--- config.mk ---
export PLATFORM = sky130hd
export DESIGN_NAME = mul_scheduler_flat
export DESIGN_NICKNAME = d
export VERILOG_FILES = /design/src/rtl/mul_scheduler_if.sv /design/src/rtl/mul_scheduler.sv /design/src/flat_wrapper.sv
export SDC_FILE = /design/constraint.sdc
export NUM_CORES = 1
export LEC_CHECK = 0
export CELL_PAD_IN_SITES_DETAIL_PLACEMENT = 0
export CELL_PAD_IN_SITES_GLOBAL_PLACEMENT = 1
export CORE_MARGIN = 1
export CORE_UTILIZATION = 26
export DETAILED_ROUTE_END_ITERATION = 10
export GPL_TIMING_DRIVEN = 0
export PLACE_DENSITY_LB_ADDON = 0.1
export SLEW_MARGIN = 20
export SYNTH_ARGS = -nofsm -noshare
export SYNTH_HDL_FRONTEND = slang
export SYNTH_SLANG_ARGS = --single-unit
--- constraint.sdc ---
create_clock -name clk -period 4.6 [get_ports clk]
set_clock_uncertainty 0.2 [all_clocks]
set_input_delay 0.46 -clock clk [delete_from_list [all_inputs] [get_ports clk]]
set_output_delay 0.46 -clock clk [all_outputs]
set_load 0.02 [all_outputs]
--- src/rtl/mul_scheduler_if.sv ---
// mul_scheduler_if: handshake between the scheduler and the shared iterative multiplier.
// master = scheduler (start level, operands, sign mode); slave = multiplier (done, product).
interface mul_scheduler_if #(
  parameter int unsigned WIDTH = 32
);
  logic               mul_go;
  logic [WIDTH-1:0]   mul_a;
  logic [WIDTH-1:0]   mul_b;
  logic               mul_signed;
  logic               mul_done;
  logic [2*WIDTH-1:0] mul_result;

  modport master (
    output mul_go, mul_a, mul_b, mul_signed,
    input  mul_done, mul_result
  );

  modport slave (
    input  mul_go, mul_a, mul_b, mul_signed,
    output mul_done, mul_result
  );
endinterface

--- src/rtl/mul_scheduler.sv ---
// mul_scheduler: shares one iterative multiplier between the integer EX path (req0) and the FP multiply
// path (req1). Define MUL_SCHED_REUSE_EN to add a one-entry operand/product reuse cache.
module mul_scheduler #(
  parameter int unsigned WIDTH       = 32,
  parameter int unsigned TIMEOUT_CYC = 40,
  parameter int unsigned CNT_W       = 6
) (
  input  logic               clk,
  input  logic               reset,
  input  logic               req0,
  input  logic               req1,
  input  logic [WIDTH-1:0]   a0,
  input  logic [WIDTH-1:0]   b0,
  input  logic [WIDTH-1:0]   a1,
  input  logic [WIDTH-1:0]   b1,
  input  logic               sgn0,
  input  logic               sgn1,
  mul_scheduler_if.master    mulBus,
  output logic               stall0,
  output logic               stall1,
  output logic               done0,
  output logic               done1,
  output logic [2*WIDTH-1:0] result,
  output logic               busy,
  output logic               timeout_err
);

  localparam int unsigned PROD_W = 2 * WIDTH;

  typedef enum logic [1:0] {IDLE, BUSY, DONE} stateT;

  typedef struct packed {
    logic [WIDTH-1:0] a;
    logic [WIDTH-1:0] b;
    logic             sgn;
  } opsT;

  stateT             state, stateNxt;
  logic              owner, ownerNxt;
  logic              lastOwner, lastOwnerNxt;
  opsT               ops, opsNxt, grantOps;
  logic              grant, ownerReq;
  logic [CNT_W-1:0]  cnt, cntNxt;
  logic [PROD_W-1:0] resultNxt;
  logic              timeoutErrNxt;
  logic              mulGo, mulGoNxt;
  logic              busyNxt, done0Nxt, done1Nxt;

`ifdef MUL_SCHED_REUSE_EN
  opsT               cacheOps, cacheOpsNxt;
  logic [PROD_W-1:0] cacheProd, cacheProdNxt;
  logic              cacheValid, cacheValidNxt;
`endif

  // State and all registered outputs
  always_ff @(posedge clk or posedge reset) begin
    if (reset) begin
      state       <= IDLE;
      owner       <= 1'b0;
      lastOwner   <= 1'b1;
      ops         <= '0;
      cnt         <= '0;
      result      <= '0;
      timeout_err <= 1'b0;
      mulGo       <= 1'b0;
      busy        <= 1'b0;
      done0       <= 1'b0;
      done1       <= 1'b0;
`ifdef MUL_SCHED_REUSE_EN
      cacheOps    <= '0;
      cacheProd   <= '0;
      cacheValid  <= 1'b0;
`endif
    end else begin
      state       <= stateNxt;
      owner       <= ownerNxt;
      lastOwner   <= lastOwnerNxt;
      ops         <= opsNxt;
      cnt         <= cntNxt;
      result      <= resultNxt;
      timeout_err <= timeoutErrNxt;
      mulGo       <= mulGoNxt;
      busy        <= busyNxt;
      done0       <= done0Nxt;
      done1       <= done1Nxt;
`ifdef MUL_SCHED_REUSE_EN
      cacheOps    <= cacheOpsNxt;
      cacheProd   <= cacheProdNxt;
      cacheValid  <= cacheValidNxt;
`endif
    end
  end

  // Arbitration, sequencing and next values of every register
  always_comb begin
    stateNxt      = state;
    ownerNxt      = owner;
    lastOwnerNxt  = lastOwner;
    opsNxt        = ops;
    cntNxt        = cnt;
    resultNxt     = result;
    timeoutErrNxt = timeout_err;
    mulGoNxt      = 1'b0;
    busyNxt       = 1'b0;
    done0Nxt      = 1'b0;
    done1Nxt      = 1'b0;
    grant         = 1'b0;
    grantOps      = '0;
    ownerReq      = 1'b0;
`ifdef MUL_SCHED_REUSE_EN
    cacheOpsNxt   = cacheOps;
    cacheProdNxt  = cacheProd;
    cacheValidNxt = cacheValid;
`endif

    // Round robin only matters under contention; a lone requester always wins
    if (req0 && req1) begin
      grant = ~lastOwner;
    end else begin
      grant = req1;
    end
    grantOps.a   = grant ? a1 : a0;
    grantOps.b   = grant ? b1 : b0;
    grantOps.sgn = grant ? sgn1 : sgn0;
    ownerReq     = owner ? req1 : req0;

    case (state)
      IDLE: begin
        if (req0 || req1) begin
          ownerNxt = grant;
          if (req0 && req1) begin
            lastOwnerNxt = grant;
          end
`ifdef MUL_SCHED_REUSE_EN
          if (cacheValid && (cacheOps == grantOps)) begin
            resultNxt = cacheProd;
            stateNxt  = DONE;
          end else begin
            opsNxt   = grantOps;
            cntNxt   = '0;
            stateNxt = BUSY;
          end
`else
          opsNxt   = grantOps;
          cntNxt   = '0;
          stateNxt = BUSY;
`endif
        end
      end

      BUSY: begin
        // Flush from the owner beats both mul_done and the timeout
        if (!ownerReq) begin
          stateNxt = IDLE;
`ifdef MUL_SCHED_REUSE_EN
          cacheValidNxt = 1'b0;
`endif
        end else if (mulBus.mul_done) begin
          resultNxt = mulBus.mul_result;
          stateNxt  = DONE;
`ifdef MUL_SCHED_REUSE_EN
          cacheOpsNxt   = ops;
          cacheProdNxt  = mulBus.mul_result;
          cacheValidNxt = 1'b1;
`endif
        end else if (cnt == CNT_W'(TIMEOUT_CYC - 1)) begin
          resultNxt     = '0;
          timeoutErrNxt = 1'b1;
          stateNxt      = DONE;
`ifdef MUL_SCHED_REUSE_EN
          cacheValidNxt = 1'b0;
`endif
        end else begin
          cntNxt = cnt + CNT_W'(1);
        end
      end

      DONE: begin
        stateNxt = IDLE;
      end

      default: begin
        stateNxt = IDLE;
      end
    endcase

    mulGoNxt = (stateNxt == BUSY);
    busyNxt  = (stateNxt != IDLE);
    done0Nxt = (stateNxt == DONE) && !ownerNxt;
    done1Nxt = (stateNxt == DONE) && ownerNxt;
  end

  assign mulBus.mul_go     = mulGo;
  assign mulBus.mul_a      = ops.a;
  assign mulBus.mul_b      = ops.b;
  assign mulBus.mul_signed = ops.sgn;

  // Each requester is released only in its own DONE cycle
  assign stall0 = req0 & ~((state == DONE) && !owner);
  assign stall1 = req1 & ~((state == DONE) && owner);

endmodule

--- src/flat_wrapper.sv ---
// flat-port wrapper written by rule: the top's interface ports become plain ports
module mul_scheduler_flat 
#(
  parameter int unsigned WIDTH       = 32,
  parameter int unsigned TIMEOUT_CYC = 40,
  parameter int unsigned CNT_W       = 6
)
  (clk, reset, req0, req1, a0, b0, a1, b1, sgn0, sgn1, stall0, stall1, done0, done1, result, busy, timeout_err, mulBus_mul_go, mulBus_mul_a, mulBus_mul_b, mulBus_mul_signed, mulBus_mul_done, mulBus_mul_result);
  mul_scheduler_if #(.WIDTH(WIDTH)) mulBus_i ();
  input  logic clk;
  input  logic reset;
  input  logic req0;
  input  logic req1;
  input  logic [WIDTH-1:0] a0;
  input  logic [WIDTH-1:0] b0;
  input  logic [WIDTH-1:0] a1;
  input  logic [WIDTH-1:0] b1;
  input  logic sgn0;
  input  logic sgn1;
  output logic stall0;
  output logic stall1;
  output logic done0;
  output logic done1;
  output logic [2*WIDTH-1:0] result;
  output logic busy;
  output logic timeout_err;
  output wire logic [$bits(mulBus_i.mul_go)-1:0] mulBus_mul_go;
  output wire logic [$bits(mulBus_i.mul_a)-1:0] mulBus_mul_a;
  output wire logic [$bits(mulBus_i.mul_b)-1:0] mulBus_mul_b;
  output wire logic [$bits(mulBus_i.mul_signed)-1:0] mulBus_mul_signed;
  input wire logic [$bits(mulBus_i.mul_done)-1:0] mulBus_mul_done;
  input wire logic [$bits(mulBus_i.mul_result)-1:0] mulBus_mul_result;
  assign mulBus_mul_go = mulBus_i.mul_go;
  assign mulBus_mul_a = mulBus_i.mul_a;
  assign mulBus_mul_b = mulBus_i.mul_b;
  assign mulBus_mul_signed = mulBus_i.mul_signed;
  assign mulBus_i.mul_done = mulBus_mul_done;
  assign mulBus_i.mul_result = mulBus_mul_result;
  mul_scheduler #(.WIDTH(WIDTH), .TIMEOUT_CYC(TIMEOUT_CYC), .CNT_W(CNT_W)) u_core (.clk(clk), .reset(reset), .req0(req0), .req1(req1), .a0(a0), .b0(b0), .a1(a1), .b1(b1), .sgn0(sgn0), .sgn1(sgn1), .mulBus(mulBus_i), .stall0(stall0), .stall1(stall1), .done0(done0), .done1(done1), .result(result), .busy(busy), .timeout_err(timeout_err));
endmodule
# [After elaboration in Yosys (flattened, before gate mapping)]
# Index checks and enable logic that the tools add are counted.
[totals] register_bits=144 in_bits=199 output_inout_bits=136 elab_cells=65
[classes] addsub=1 n_eq_ne=9 n_mux=19 bitwise_logic=6 reduce_logical=17
[op_table] cell="$mux 64" count=2
[op_table] cell="$mux 32" count=2
[op_table] cell="$mux 6" count=4
[op_table] cell="$pmux 6 s2" count=1
[op_table] cell="$mux 2" count=4
[op_table] cell="$add 6x1->6 const B" count=1
[op_table] cell="$eq 6x6->1 const B" count=1
[op_table] cell="$reduce_and 3->1" count=2
[op_table] cell="$reduce_bool 2->1" count=3
[op_table] cell="$logic_and 1x1->1" count=5
[op_table] cell="$mux 1" count=5
[op_table] cell="$reduce_and 5->1" count=1
[op_table] cell="$eq 2x1->1 const B" count=2
[op_table] cell="$eq 2x2->1 const B" count=2
[op_table] cell="$ne 2x1->1 const B" count=2
[op_table] cell="$ne 2x2->1 const B" count=2
[op_table] cell="$not 1->1" count=4
[op_table] cell="$pmux 2 s2" count=1
[op_table] cell="$reduce_and 4->1" count=1
[op_table] cell="$and 1x1->1" count=2
[op_table] cell="$logic_not 1->1" count=2
[op_table] cell="$logic_not 2->1" count=1
[op_table] cell="$reduce_and 2->1" count=1
[op_table] cell="$logic_or 1x1->1" count=1

# [Logic depth before layout (Yosys ltp)]
# Gate-level depths: netlist of run 1.
[logic_depth] word_depth=7 depth_mapped=7 depth_no_buf=5

# [Least setup slack after synthesis of run 1]
# OpenSTA, ideal clock, no wires.
[synth_timing] kind="reg2reg" startpoint="register u_core.cnt[0]" endpoint="register u_core.result[0]" setup_ns=0.121 arrival_ns=1.544 t_required_ns=4.279 setup_slack_ns=2.735 path_stages_with_launch=8 path_buffers=2 period_less_slack_ns=1.865 path_cell_list="dfrtp_1 ha_1 nand2_1 nor4b_4 o21bai_2 buf_6 buf_6 a22o_1"
[synth_between] elab_chain_len=3
[synth_lines] element="from (decl)" line_no="mul_scheduler.sv:43" text="logic [CNT_W-1:0] cnt, cntNxt;"
[synth_lines] element="from (signal assigned)" line_no="mul_scheduler.sv:79" text="cnt <= cntNxt;"
[synth_lines] element="$eq 6x6->1" line_no="mul_scheduler.sv:166" text="end else if (cnt == CNT_W'(TIMEOUT_CYC - 1)) begin"
[synth_lines] element="$reduce_bool 2->1 (no line)"
[synth_lines] element="$reduce_and 3->1 (no line)"
[synth_lines] element="to (signal assigned)" line_no="mul_scheduler.sv:80" text="result <= resultNxt;"
[synth_lines] element="to (decl)" line_no="mul_scheduler.sv:23" text="output logic [2*WIDTH-1:0] result,"
# No other way between the ends.
# A chain may end at the register's enable or synchronous reset.

# [Final worst setup path of run 1]
[layout_timing] startpoint="input req0" endpoint="output stall0"
[layout_between] elab_chain_len=1
[layout_lines] element="from (decl)" line_no="flat_wrapper.sv:12" text="input logic req0;"
[layout_lines] element="$and 1x1->1" line_no="mul_scheduler.sv:199" text="assign stall0 = req0 & ~((state == DONE) && !owner);"
[layout_lines] element="to (decl)" line_no="flat_wrapper.sv:20" text="output logic stall0;"
# No other way between the ends.

==> results.toml, run 1 <==
[sta]
setup_viol = 0
hold_ws_ns = 0.2375
post-route-period-util = 0.5491
timing.fmax_mhz = 395.9
final-hold-violation-count = 0
grt_setup_unrepaired = "false"
worst-slew-pin-transition_ns = 0.4808
period_minus_slack_ns = 2.526
drv_slew = 0
maxSlewHeadroom = 0.6781
final_critical_path_setup_slack_ns = 2.074
final_sum_of_negative_setup_slack_ns = 0

[floorplan]
io_pins = 335
number_of_placement_rows = 54
die_width_um = 153.1
effective_utilization_at_floorplan = 0.2687
design.core.area_um2 = 22090
floorplan.die_area_um2 = 23440
die_height_um = 153.1

[routing]
vias_per_cell = 4.526
drt_pass_1_iters = 4
dr_total_vias = 5137
drt-initial-drc-count = 151
drcViolationCount = 0
drt.antenna.violating_nets = 0
totalWireLength_um = 20140
avgRoutedWirePerCell_um = 17.74

[worst_hold_path]
hold_class = "in2async"

[synthesis]
synth_nets = 689
number_of_enable_type_register_cells_in_the_synthesized_netlist = 0
synthesis.instances = 489
postSynth.asyncResetShare = 1.000
netlist_area_um2 = 5937
ys_types = 32
synthesis.yosys.warnings = 0
synthesis.area_per_instance_um2 = 12.14
synth_seq_cells = 144
synth_ff_type = "sky130_fd_sc_hd__dfrtp_1"
synth-seq-area-share = 0.6072

[cts]
path_clk_slew_ns = 0.06
cts_htree_levels = 4
cts.path.max_buffers = 2
insertion_delay_of_the_later_clocked_pin_in_the_worst_skew_pair_ns = 0.42
cts.repair_timing.setup_buffer_count = 0
cts_tree = "done"
clock-sinks = 144
cts_resized = 0
cts.hold.buffers_added = 0
cts.root.buffer_cell = "sky130_fd_sc_hd__clkbuf_16"
cts_inserted_buffers = 17

[place]
gp_routability_congestion = 0.7465
port_buffers = 333
post-place-ws_ns = 1.750
dp.final_hpwl_um = 15320
placed_cells = 1103

[final_layout]
layout-drive-gt1-share = 0.07251
antenna-diode-count = 0
fillers = 2032
area.sequential_um2 = 3605
areaGrowthSynthToFinish_pct = 73.09
nNetsFinal = 1042
multiInputGateArea_um2 = 2113
final-instance-count-excl-fill = 1135

[setup_path]
start_kind = "input pin"
maximum_net_fanout_on_the_critical_path = 7
timing.critical_path.to_type = "primary output"
crit_arrival_ns = 1.87
worst-setup-path-type = "in2out"
worst-r2r-cell-count = 7
regToRegSetupSlack_ns = 2.38
rr_endpoint = "u_core.result[8]$_DFFE_PP0P_"
worstReg2RegStart = "u_core.cnt[0]$_DFFE_PP0P_"
worst_path_required_time_ns = 3.94

[global_route]
antenna_found_initial = 0
global_route_wire_length_before_repair_um = 32020
grt_start_max_net_pins = 94
grt-ovfl-total = 0
grt_usage = 0.1785
first_global_vias = 5641

[job]
max_cap_viol_count = 0

[power_and_ir_drop]
power.density_cell_area_nw_per_um2 = 661.6
worst_ir_drop_vdd_v = 0.0002726
finalPower_mw = 6.799
static_leakage_nw = 4.500

[run_status]
status = "finished, final reports clean"
## flip-flops by register name (all words and copies together), names as in the netlist
name and cells:
u_core.mulBus.mul_go 1, u_core.busy 1, u_core.lastOwner 1, u_core.timeout_err 1, u_core.mulBus.mul_a 32, u_core.done0 1, u_core.cnt 6, u_core.done1 1
u_core.state 2, u_core.mulBus.mul_signed 1, u_core.result 64, u_core.mulBus.mul_b 32, u_core.owner 1
## worst max-delay path by stage
stage | startpoint | endpoint | slack, ns | cells past startpoint
floorplan | reset | u_core.busy$_DFF_PP0_ | 0.08 | 1
global placement | reset | u_core.mulBus.mul_b[28]$_DFFE_PP0P_ | -2.07 | 2
detailed placement | req0 | u_core.mulBus.mul_a[27]$_DFFE_PP0P_ | 1.75 | 7
CTS | req0 | stall0 | 2.06 | 3
global route | req0 | u_core.mulBus.mul_a[26]$_DFFE_PP0P_ | 1.93 | 7
finish | req0 | stall0 | 2.07 | 3
## per-layer routing
metal | vias to the layer above | wire length [um] | track usage
met4 | 0 | 425 | 0.06205
met3 | 24 | 1501 | 0.06521
met2 | 193 | 10240 | 0.3098
met5 | - | 0 | 0
met1 | 2468 | 7974 | 0.2009
li1 | 2452 | - | -
## power by group
part           switching [mW]  internal (mW)  total [mW]
registers               0.318           1.84        2.16
clock network           0.554          0.910        1.46
logic                    1.64           1.54        3.17
## through the flow
step / instance area (um^2) / utilization
after global routing: 10280 / 0.4651
after CTS: 10280 / 0.4651
after global placement: 9620 / 0.4354
after detailed placement: 9656 / 0.4370
after floorplan: 5937 / -
final: 10280 / 0.4651
## area by class of cell
type	instances	area share
sequential	144	0.3508
multi-input combinational	304	0.2057
inverter	4	0.002192
tap	280	0.03409
buffer	37	0.01985
clock buffer	19	0.04213
timing repair buffer	334	0.3270
clock inverter	13	0.01826
## cells in the final DEF, fill, tap and decap left out, types with 4 or more instances in the layout
cell                              count
sky130_fd_sc_hd__clkbuf_16           17
sky130_fd_sc_hd__buf_2               16
sky130_fd_sc_hd__buf_4                4
sky130_fd_sc_hd__clkdlybuf4s50_1    333
sky130_fd_sc_hd__dfrtp_1            143
sky130_fd_sc_hd__nand2_1             73
sky130_fd_sc_hd__clkbuf_1            14
sky130_fd_sc_hd__buf_6                4
sky130_fd_sc_hd__mux2i_1             70
sky130_fd_sc_hd__a22o_1              65
sky130_fd_sc_hd__bufinv_16            4
sky130_fd_sc_hd__o21ai_0             66
## synthesized netlist by cell type, types with 2 or more instances
library cell | count | area [um^2]
sky130_fd_sc_hd__and3_1 | 2 | 12.51
sky130_fd_sc_hd__xor2_1 | 2 | 17.52
sky130_fd_sc_hd__o21ai_0 | 66 | 330.3
sky130_fd_sc_hd__o31a_1 | 2 | 17.52
sky130_fd_sc_hd__a22o_1 | 65 | 569.3
sky130_fd_sc_hd__nor2_1 | 3 | 11.26
sky130_fd_sc_hd__buf_2 | 16 | 80.08
sky130_fd_sc_hd__mux2i_1 | 70 | 700.7
sky130_fd_sc_hd__or3_1 | 3 | 18.77
sky130_fd_sc_hd__clkbuf_1 | 12 | 45.04
sky130_fd_sc_hd__inv_1 | 4 | 15.01
sky130_fd_sc_hd__o31ai_1 | 2 | 15.01
sky130_fd_sc_hd__buf_4 | 4 | 30.03
sky130_fd_sc_hd__nor4b_1 | 2 | 17.52
sky130_fd_sc_hd__nor2b_1 | 2 | 12.51
sky130_fd_sc_hd__dfrtp_1 | 143 | 3578
sky130_fd_sc_hd__buf_6 | 4 | 45.04
sky130_fd_sc_hd__nand2_1 | 73 | 274.0
## worst max-delay path, stage by stage
cell                              delay (ns)
sky130_fd_sc_hd__clkdlybuf4s50_1        0.59
sky130_fd_sc_hd__o31a_1                 0.18
sky130_fd_sc_hd__clkdlybuf4s50_1        0.64
## cell families (layout without fill, tap and decap cells)
group | after synthesis | after routing | share of synthesized area
adder cells (fa/ha/maj) | 1 | 1 | 0.002107
multiplexers | 71 | 71 | 0.1199
AO/OA/AOI/OAI | 139 | 139 | 0.1629
buffers and inverters | 41 | 407 | 0.03688
XOR/XNOR | 2 | 2 | 0.002951
flip-flops | 144 | 144 | 0.6072
AND/OR/NAND/NOR | 91 | 91 | 0.06807
(Power assumes the default switching activity.)
==> run 2, diff against run 1 <==
- clock period: 4.6 -> 2.1 ns (I/O delays scaled with it)
==> run 2 against run 1 <==
  * Utilization rose by 0.27 points
  * Sequential share of layout area fell by 0.20 points
  * First-iteration DRC count rose by 15%
  * Sequential power rose by 120%
  * Critical endpoint unchanged
  * Global-route usage fell by 0.31 points
==> results.toml, run 2 (synthesis gave the netlist of run 1 again) <==
[run_status]
status = "finished, final reports clean"

[place]
port_buffers = 333
placed_cells = 1107
dpl-instance-area_um2 = 9747
post-place-ws_ns = -0.5950
dp.final_hpwl_um = 15820
gp_routability_congestion = 0.7614

[setup_path]
crit_arrival_ns = 1.60
timing.critical_path.to_type = "primary output"
maximum_net_fanout_on_the_critical_path = 4
worstReg2RegStart = "u_core.state[1]$_DFF_PP0_"
worst_path_required_time_ns = 1.69
start_kind = "flip-flop"
crit_start = "u_core.state[1]$_DFF_PP0_"
worst-setup-path-type = "reg2out"

[sta]
worst-slew-pin-transition_ns = 0.5780
final_critical_path_setup_slack_ns = 0.08960
timing.fmax_mhz = 497.4
period_minus_slack_ns = 2.010
final_sum_of_negative_setup_slack_ns = 0
post-route-period-util = 0.9573
setup_viol = 0
drv_slew = 0
maxSlewHeadroom = 0.6139
final-hold-violation-count = 0

[floorplan]
die_height_um = 153.1
design.core.area_um2 = 22090
die_width_um = 153.1
effective_utilization_at_floorplan = 0.2687
number_of_placement_rows = 54
io_pins = 335
floorplan.die_area_um2 = 23440

[power_and_ir_drop]
static_leakage_nw = 4.529
worst_ir_drop_vdd_v = 0.0005332
power.density_cell_area_nw_per_um2 = 1412

[final_layout]
final_cell_mix = "sky130_fd_sc_hd__clkdlybuf4s50_1, sky130_fd_sc_hd__dfrtp_1, sky130_fd_sc_hd__nand2_1, sky130_fd_sc_hd__mux2i_1, sky130_fd_sc_hd__o21ai_0"
area.sequential_um2 = 3605
registers.top_by_ff_count = "u_core.result"
utilization = 0.4678
fillers = 2048
areaGrowthSynthToFinish_pct = 74.10
final-instance-count-excl-fill = 1138
nNetsFinal = 1047
multiInputGateArea_um2 = 2131
mostFrequentLayoutCell = "sky130_fd_sc_hd__clkdlybuf4s50_1"
antenna-diode-count = 0
layout-drive-gt1-share = 0.08508
largest_reg_flops = 64
finalInstanceArea_um2 = 10340

[routing]
avgRoutedWirePerCell_um = 17.57
vias_per_cell = 4.506
dr_total_vias = 5128
drcViolationCount = 0
drt-initial-drc-count = 173
totalWireLength_um = 20000
drt.antenna.violating_nets = 0
drt_pass_1_iters = 4

[cts]
path_clk_slew_ns = 0.06
cts_inserted_buffers = 17
cts_tree = "done"
clock-sinks = 144
cts_htree_levels = 4
cts.root.buffer_cell = "sky130_fd_sc_hd__clkbuf_16"
insertion_delay_of_the_later_clocked_pin_in_the_worst_skew_pair_ns = 0.41
cts.path.max_buffers = 2
cts.hold.buffers_added = 0

[global_route]
grt_start_max_net_pins = 34
grt-ovfl-total = 0
grt_usage = 0.1754
antenna_found_initial = 0
global_route_wire_length_before_repair_um = 31520
first_global_vias = 5646

[worst_hold_path]
hold_class = "in2async"

[job]
max_cap_viol_count = 0
-- run 2: final timing paths --
check                                                 endpoint  slack [ns]  depth (start not counted)
max                                                     stall0        0.09                          3
min                              u_core.result[41]$_DFFE_PP0P_        0.02                          2
max reg2reg                u_core.mulBus.mul_a[29]$_DFFE_PP0P_        0.15                          7
min reg2reg                     u_core.timeout_err$_DFFE_PP0P_        0.26                          1
max in group asynchronous         u_core.result[1]$_DFFE_PP0P_        0.76                          5
min in group clk                u_core.mulBus.mul_go$_DFF_PP0_        0.11                          2
-- run 2: critical path: stages, from the launching register on --
cell and delay, ns:
sky130_fd_sc_hd__dfrtp_1 0.47, sky130_fd_sc_hd__inv_1 0.09, sky130_fd_sc_hd__o31a_1 0.30, sky130_fd_sc_hd__dlygate4sd2_1 0.34
-- run 2: layout make-up --
class                           count  share of cell area
Inverter                            4            0.001816
Clock inverter                     10            0.008595
Buffer                             37             0.02082
Clock buffer                       20             0.04515
Tap cell                          280             0.03389
Timing Repair Buffer              339              0.3348
Sequential cell                   144              0.3487
Multi-Input combinational cell    304              0.2061
-- run 2: what timing repair did --
item                                    in CTS  in global routing
pin swaps                                    1                  0
setup buffers                                1                  0
endpoints found under the setup margin      63                 33
gates resized for setup                      6                  7
-- run 2: per-stage QoR --
step / total power, mW / hold slack, ns
global route: 15.48 / 0.05561
detailed placement: 11.86 / 0.2565
CTS: 14.79 / 0.01970
global placement: 11.75 / 0.2546
finish: 14.59 / 0.01935
floorplan: 8.115 / 0.1497
-- run 2: power by group --
group	switching (mW)	internal [mW]
Combinational	3.59	3.41
Clock	1.13	1.70
Sequential	0.727	4.04
Total	5.45	9.15
-- run 2: metal layers --
| layer | GRT usage | part of all wire |
|---|---|---|
| met1 | 0.1974 | 0.40 |
| met2 | 0.3062 | 0.51 |
| met3 | 0.06039 | 0.072 |
| met4 | 0.06349 | 0.022 |
| met5 | 0 | 0 |
==> run 3, diff against run 2 <==
- CORE_ASPECT_RATIO: unset -> 0.7
- CORE_UTILIZATION: 26 -> 25
- GPL_ROUTABILITY_DRIVEN: unset -> 1
==> run 3 against run 2 <==
  * First-iteration DRC count up 8.1%
  * Setup slack better by 0.012 ns
  * Clock power increased by 4%
  * Critical path depth grew 4
  * Cell area increased by 0.11%
  * Non-clock buffer count fell by 1
  * Combinational power about the same
  * Sequential power about the same
  * Utilization fell by 1.7 points
  * Clock-buffer cell count is 1 lower
  * Critical endpoint is now u_core.result[0]$_DFFE_PP0P_
  * Highest routed layer unchanged
==> results.toml, run 3 (synthesis gave the netlist of run 1 again) <==
[run_status]
status = "finished, final reports clean"

[setup_path]
crit_arrival_ns = 2.10
start_kind = "flip-flop"
maximum_net_fanout_on_the_critical_path = 10
crit_start = "u_core.cnt[0]$_DFFE_PP0P_"
critical_path.endpoint = "u_core.result[0]$_DFFE_PP0P_"
worstReg2RegStart = "u_core.cnt[0]$_DFFE_PP0P_"
worst_path_required_time_ns = 2.20
rr_endpoint = "u_core.result[0]$_DFFE_PP0P_"
worst-setup-path-type = "reg2reg"
worst-r2r-cell-count = 7
regToRegSetupSlack_ns = 0.10
timing.critical_path.to_type = "flip-flop"

[global_route]
grt_usage = 0.1674
first_global_vias = 5576
antenna_found_initial = 0
grt_start_max_net_pins = 33
grt-ovfl-total = 0
global_route_wire_length_before_repair_um = 30460

[power_and_ir_drop]
internal-power_mw = 9.123
p_sw_frac = 0.3782
p_sw_mw = 5.549
worst_ir_drop_vdd_v = 0.0005724
finalPower_mw = 14.67
power.density_cell_area_nw_per_um2 = 1418
clock_power_share = 0.200
seqPwrFrac = 0.324
static_leakage_nw = 4.516
combPwrFrac = 0.476

[final_layout]
final-instance-count-excl-fill = 1171
areaGrowthSynthToFinish_pct = 74.29
mostFrequentLayoutCell = "sky130_fd_sc_hd__clkdlybuf4s50_1"
final_cell_mix = "sky130_fd_sc_hd__clkdlybuf4s50_1, sky130_fd_sc_hd__dfrtp_1, sky130_fd_sc_hd__nand2_1, sky130_fd_sc_hd__mux2i_1, sky130_fd_sc_hd__o21ai_0"
nNetsFinal = 1046
registers.top_by_ff_count = "u_core.result"
antenna-diode-count = 0
area.sequential_um2 = 3606
layout-drive-gt1-share = 0.08498
largest_reg_flops = 64
fillers = 2121
multiInputGateArea_um2 = 2127

[routing]
totalWireLength_um = 20240
detailroute.wirelength.met2_um = 10080
drt-initial-drc-count = 187
drcViolationCount = 0
drt.antenna.violating_nets = 0
dr_total_vias = 5191
drt_pass_1_iters = 4
routed_wl_met3_um = 1590
route.layer.met1.wl_um = 8151
top_layer_used = "met4"
avgRoutedWirePerCell_um = 17.29
vias_per_cell = 4.433

[sta]
post-route-period-util = 0.9516
period_minus_slack_ns = 1.998
timing.fmax_mhz = 500.4
final-hold-violation-count = 0
grt_setup_unrepaired = "false"
hold_ws_ns = 0.02454
drv_slew = 0
maxSlewHeadroom = 0.5671
worst-slew-pin-transition_ns = 0.6479
final_critical_path_setup_slack_ns = 0.1017
setup_viol = 0

[cts]
cts.root.buffer_cell = "sky130_fd_sc_hd__clkbuf_16"
cts_tree = "done"
cts.hold.buffers_added = 0
clock-sinks = 144
cts_htree_levels = 4
cts.path.max_buffers = 2
cts_inserted_buffers = 17
insertion_delay_of_the_later_clocked_pin_in_the_worst_skew_pair_ns = 0.41
path_clk_slew_ns = 0.07

[floorplan]
design.core.area_um2 = 22960
io_pins = 335
effective_utilization_at_floorplan = 0.2585
die_height_um = 130.9
number_of_placement_rows = 46
die_width_um = 186.2
floorplan.die_area_um2 = 24380

[place]
port_buffers = 333
gp_routability_congestion = 0.7733
post-place-ws_ns = -0.5907
dp.final_hpwl_um = 15750
placed_cells = 1138

[worst_hold_path]
hold_class = "in2async"

[job]
max_cap_viol_count = 0
## run 3: changes by cell type in the layout (fill, tap and decap cells not counted), moves of 2 or more
cell | before | now
sky130_fd_sc_hd__inv_6 | 0 | 5
sky130_fd_sc_hd__clkinv_4 | 1 | 3
sky130_fd_sc_hd__clkinv_2 | 4 | 1
sky130_fd_sc_hd__buf_2 | 16 | 13
sky130_fd_sc_hd__clkbuf_8 | 3 | 1
sky130_fd_sc_hd__clkbuf_4 | 1 | 3
sky130_fd_sc_hd__buf_16 | 3 | 0
sky130_fd_sc_hd__buf_12 | 2 | 4
## run 3: power groups by stage
stage	Sequential [mW]	Clock, mW	Combinational (mW)
2_1_floorplan	6.19	0	1.93
6_report	4.75	2.94	6.98
4_1_cts	4.75	3.03	7.07
5_1_grt	4.92	3.16	7.50
3_5_place_dp	4.75	0	7.05
3_3_place_gp	4.73	0	6.97
## run 3: timing repair
| action | 4_1_cts | 5_1_grt |
|---|---|---|
| gates resized for setup | 6 | 8 |
| hold endpoints to repair | 0 | 0 |
| endpoints found under the setup margin | 106 | 65 |
| cloned | 0 | 0 |
| pin swaps | 1 | 0 |
| buffers inserted | 1 | 0 |
## run 3: critical path, stage by stage, from the launching register on
cell                       delay, ns
sky130_fd_sc_hd__dfrtp_1        0.39
sky130_fd_sc_hd__ha_1           0.18
sky130_fd_sc_hd__nand2_1        0.12
sky130_fd_sc_hd__nor4b_4        0.29
sky130_fd_sc_hd__o21bai_2       0.18
sky130_fd_sc_hd__buf_6          0.20
sky130_fd_sc_hd__buf_6          0.14
sky130_fd_sc_hd__a22o_1         0.18
## run 3: worst min-delay path by stage
stage	from	endpoint	slack, ns
finish	reset	u_core.result[29]$_DFFE_PP0P_	0.02
floorplan	mulBus_mul_result[59]	u_core.result[59]$_DFFE_PP0P_	0.15
CTS	reset	u_core.result[30]$_DFFE_PP0P_	0.04
detailed placement	u_core.mulBus.mul_a[0]$_DFFE_PP0P_	u_core.mulBus.mul_a[0]$_DFFE_PP0P_	0.27
global placement	u_core.mulBus.mul_a[18]$_DFFE_PP0P_	u_core.mulBus.mul_a[18]$_DFFE_PP0P_	0.26
global route	reset	u_core.result[29]$_DFFE_PP0P_	0.08
## run 3: final cells by class
class,count,area share
multi-input cells,304,0.2056
plain buffers,37,0.02092
well taps,312,0.03773
repair buffers,338,0.3304
inverters,4,0.001814
clock inverters,13,0.01233
clock buffers,19,0.04281
flip-flops and latches,144,0.3485
## run 3: stage by stage
| stage | util | cell area (um^2) | TNS [ns] |
|---|---|---|---|
| 2_1_floorplan | - | 5941 | -16.33 |
| 3_3_place_gp | 0.4208 | 9664 | -243.75 |
| 4_1_cts | 0.4498 | 10330 | 0 |
| 5_1_grt | 0.4506 | 10350 | 0 |
| 3_5_place_dp | 0.4243 | 9744 | -39.62 |
| 6_report | 0.4506 | 10350 | 0 |
## run 3: metal layers
metal	vias to the layer above	global-route usage
met4	0	0.05545
met1	2518	0.1954
met5	-	0
met2	180	0.2814
met3	24	0.06652
li1	2469	-
==> RTL change: new RTL, flow settings as in run 3 <==
The 3 states of `stateT` get a one-hot encoding in 3 bits.
--- a/src/rtl/mul_scheduler.sv
+++ b/src/rtl/mul_scheduler.sv
@@ -28,5 +28,5 @@
   localparam int unsigned PROD_W = 2 * WIDTH;
 
-  typedef enum logic [1:0] {IDLE, BUSY, DONE} stateT;
+  typedef enum logic [2:0] {IDLE = 3'b001, BUSY = 3'b010, DONE = 3'b100} stateT;
 
   typedef struct packed {
Function: same outputs for any inputs over 4 cycles, from zero or initial values and one cycle with reset high; so few cycles prove little.
==> RTL change against run 3 <==
Design area up 14%; worst setup slack worse by 0.037 ns; routed wire length up 32%; global-route usage up 1.3 points; clock power up 17%; area after synthesis up 20%; power down 1.4%; critical path type is now flop to primary output; largest power group unchanged; sequential cell count up 1.
==> RTL change: results (changes against run 3) <==
outcome=complete, no violations (unchanged); clock power share=0.237 (was 0.200); RePlAce Congestion=0.726 (was 0.773); first-pass GRT wire length=40300 um (was 30500 um); P_comb=6670 uW (was 6980 uW); leak pwr=0.00496 uW (was 0.00452 uW); met1 WL=13400 um (was 8150 um); final total power=14500 uW (was 14700 uW); slew at the pin with the worst max-slew slack=0.638 ns (was 0.648 ns); Net Count, Synth=932 (was 689); routed vias/inst=4.73 (was 4.43); Global Route met2 Usage=0.254 (was 0.281); layout cells sized above 1=0.0852 (was 0.0850); gr usage total=0.180 (was 0.167); HPWL Detailed=20000 um (was 15700 um); synth cell count leaders=dfrtp_1, o21ai_1, o21ai_0, mux2i_1, inv_1 (was dfrtp_1, nand2_1, mux2i_1, o21ai_0, a22o_1); met3 usage=0.0476 (was 0.0665); postcts setup bufs=0 (was 1); largest net degree at the start of global routing=32 (was 33); sequential share of the synthesized area=0.508 (was 0.607); worst r2r src=u_core.cnt[3] (was u_core.cnt[0]); antenna violations before repair=1 (was 0); met2 WL=11400 um (was 10100 um); Initial DRC Count=234 (was 187); area share of the largest cell type after synthesis=0.500 (was 0.603)
==> RTL change: layout make-up <==
type | instances | area (um^2) | share of cell area
Buffer | 74 | 358 | 0.0304
Clock buffer | 19 | 443 | 0.0376
Clock inverter | 13 | 210 | 0.0179
Inverter | 68 | 259 | 0.0220
Multi-Input combinational cell | 445 | 2960 | 0.251
Sequential cell | 145 | 3630 | 0.308
Tap cell | 371 | 464 | 0.0394
Timing Repair Buffer | 339 | 3450 | 0.293
==> RTL change: critical path, cell delays in order (launching register included) <==
cell and delay, ns:
dfstp_2 0.58, nor2_1 0.07, a31oi_1 0.17, dlygate4sd2_1 0.39
==> RTL change: kinds of logic (layout without fill, tap and decap cells) <==
group	after synthesis	after routing	share of synthesized area
buf+inv	142	513	0.0827
simple gates	92	92	0.0701
compound gates	279	279	0.236
mux	72	72	0.101
xor+xnor	1	1	0.00122
flops	145	145	0.508
fa+ha+maj	1	1	0.00175
==> RTL change: metrics by stage <==
step	setup slack, ns	instance area [um^2]	utilization	hold WS [ns]	TNS [ns]
2_1_floorplan	-0.127	7160	-	0.153	-18.22
3_3_place_gp	-1.78	11000	0.392	0.243	-285.12
6_report	0.0650	11800	0.421	0.0205	0
4_1_cts	0.0213	11700	0.420	0.0201	0
5_1_grt	0.000368	11800	0.421	0.0650	0
3_5_place_dp	-0.422	11100	0.396	0.248	-34.26
==> RTL change: worst max path at each step <==
stage	start	endpoint	cells past startpoint
6_report	u_core.state[0]	stall1	3
3_5_place_dp	req1	u_core.mulBus.mul_a[16]	5
5_1_grt	u_core.state[0]	stall1	3
4_1_cts	u_core.state[0]	u_core.mulBus.mul_a[14]	5
2_1_floorplan	reset	u_core.busy	1
3_3_place_gp	reset	u_core.result[41]	2
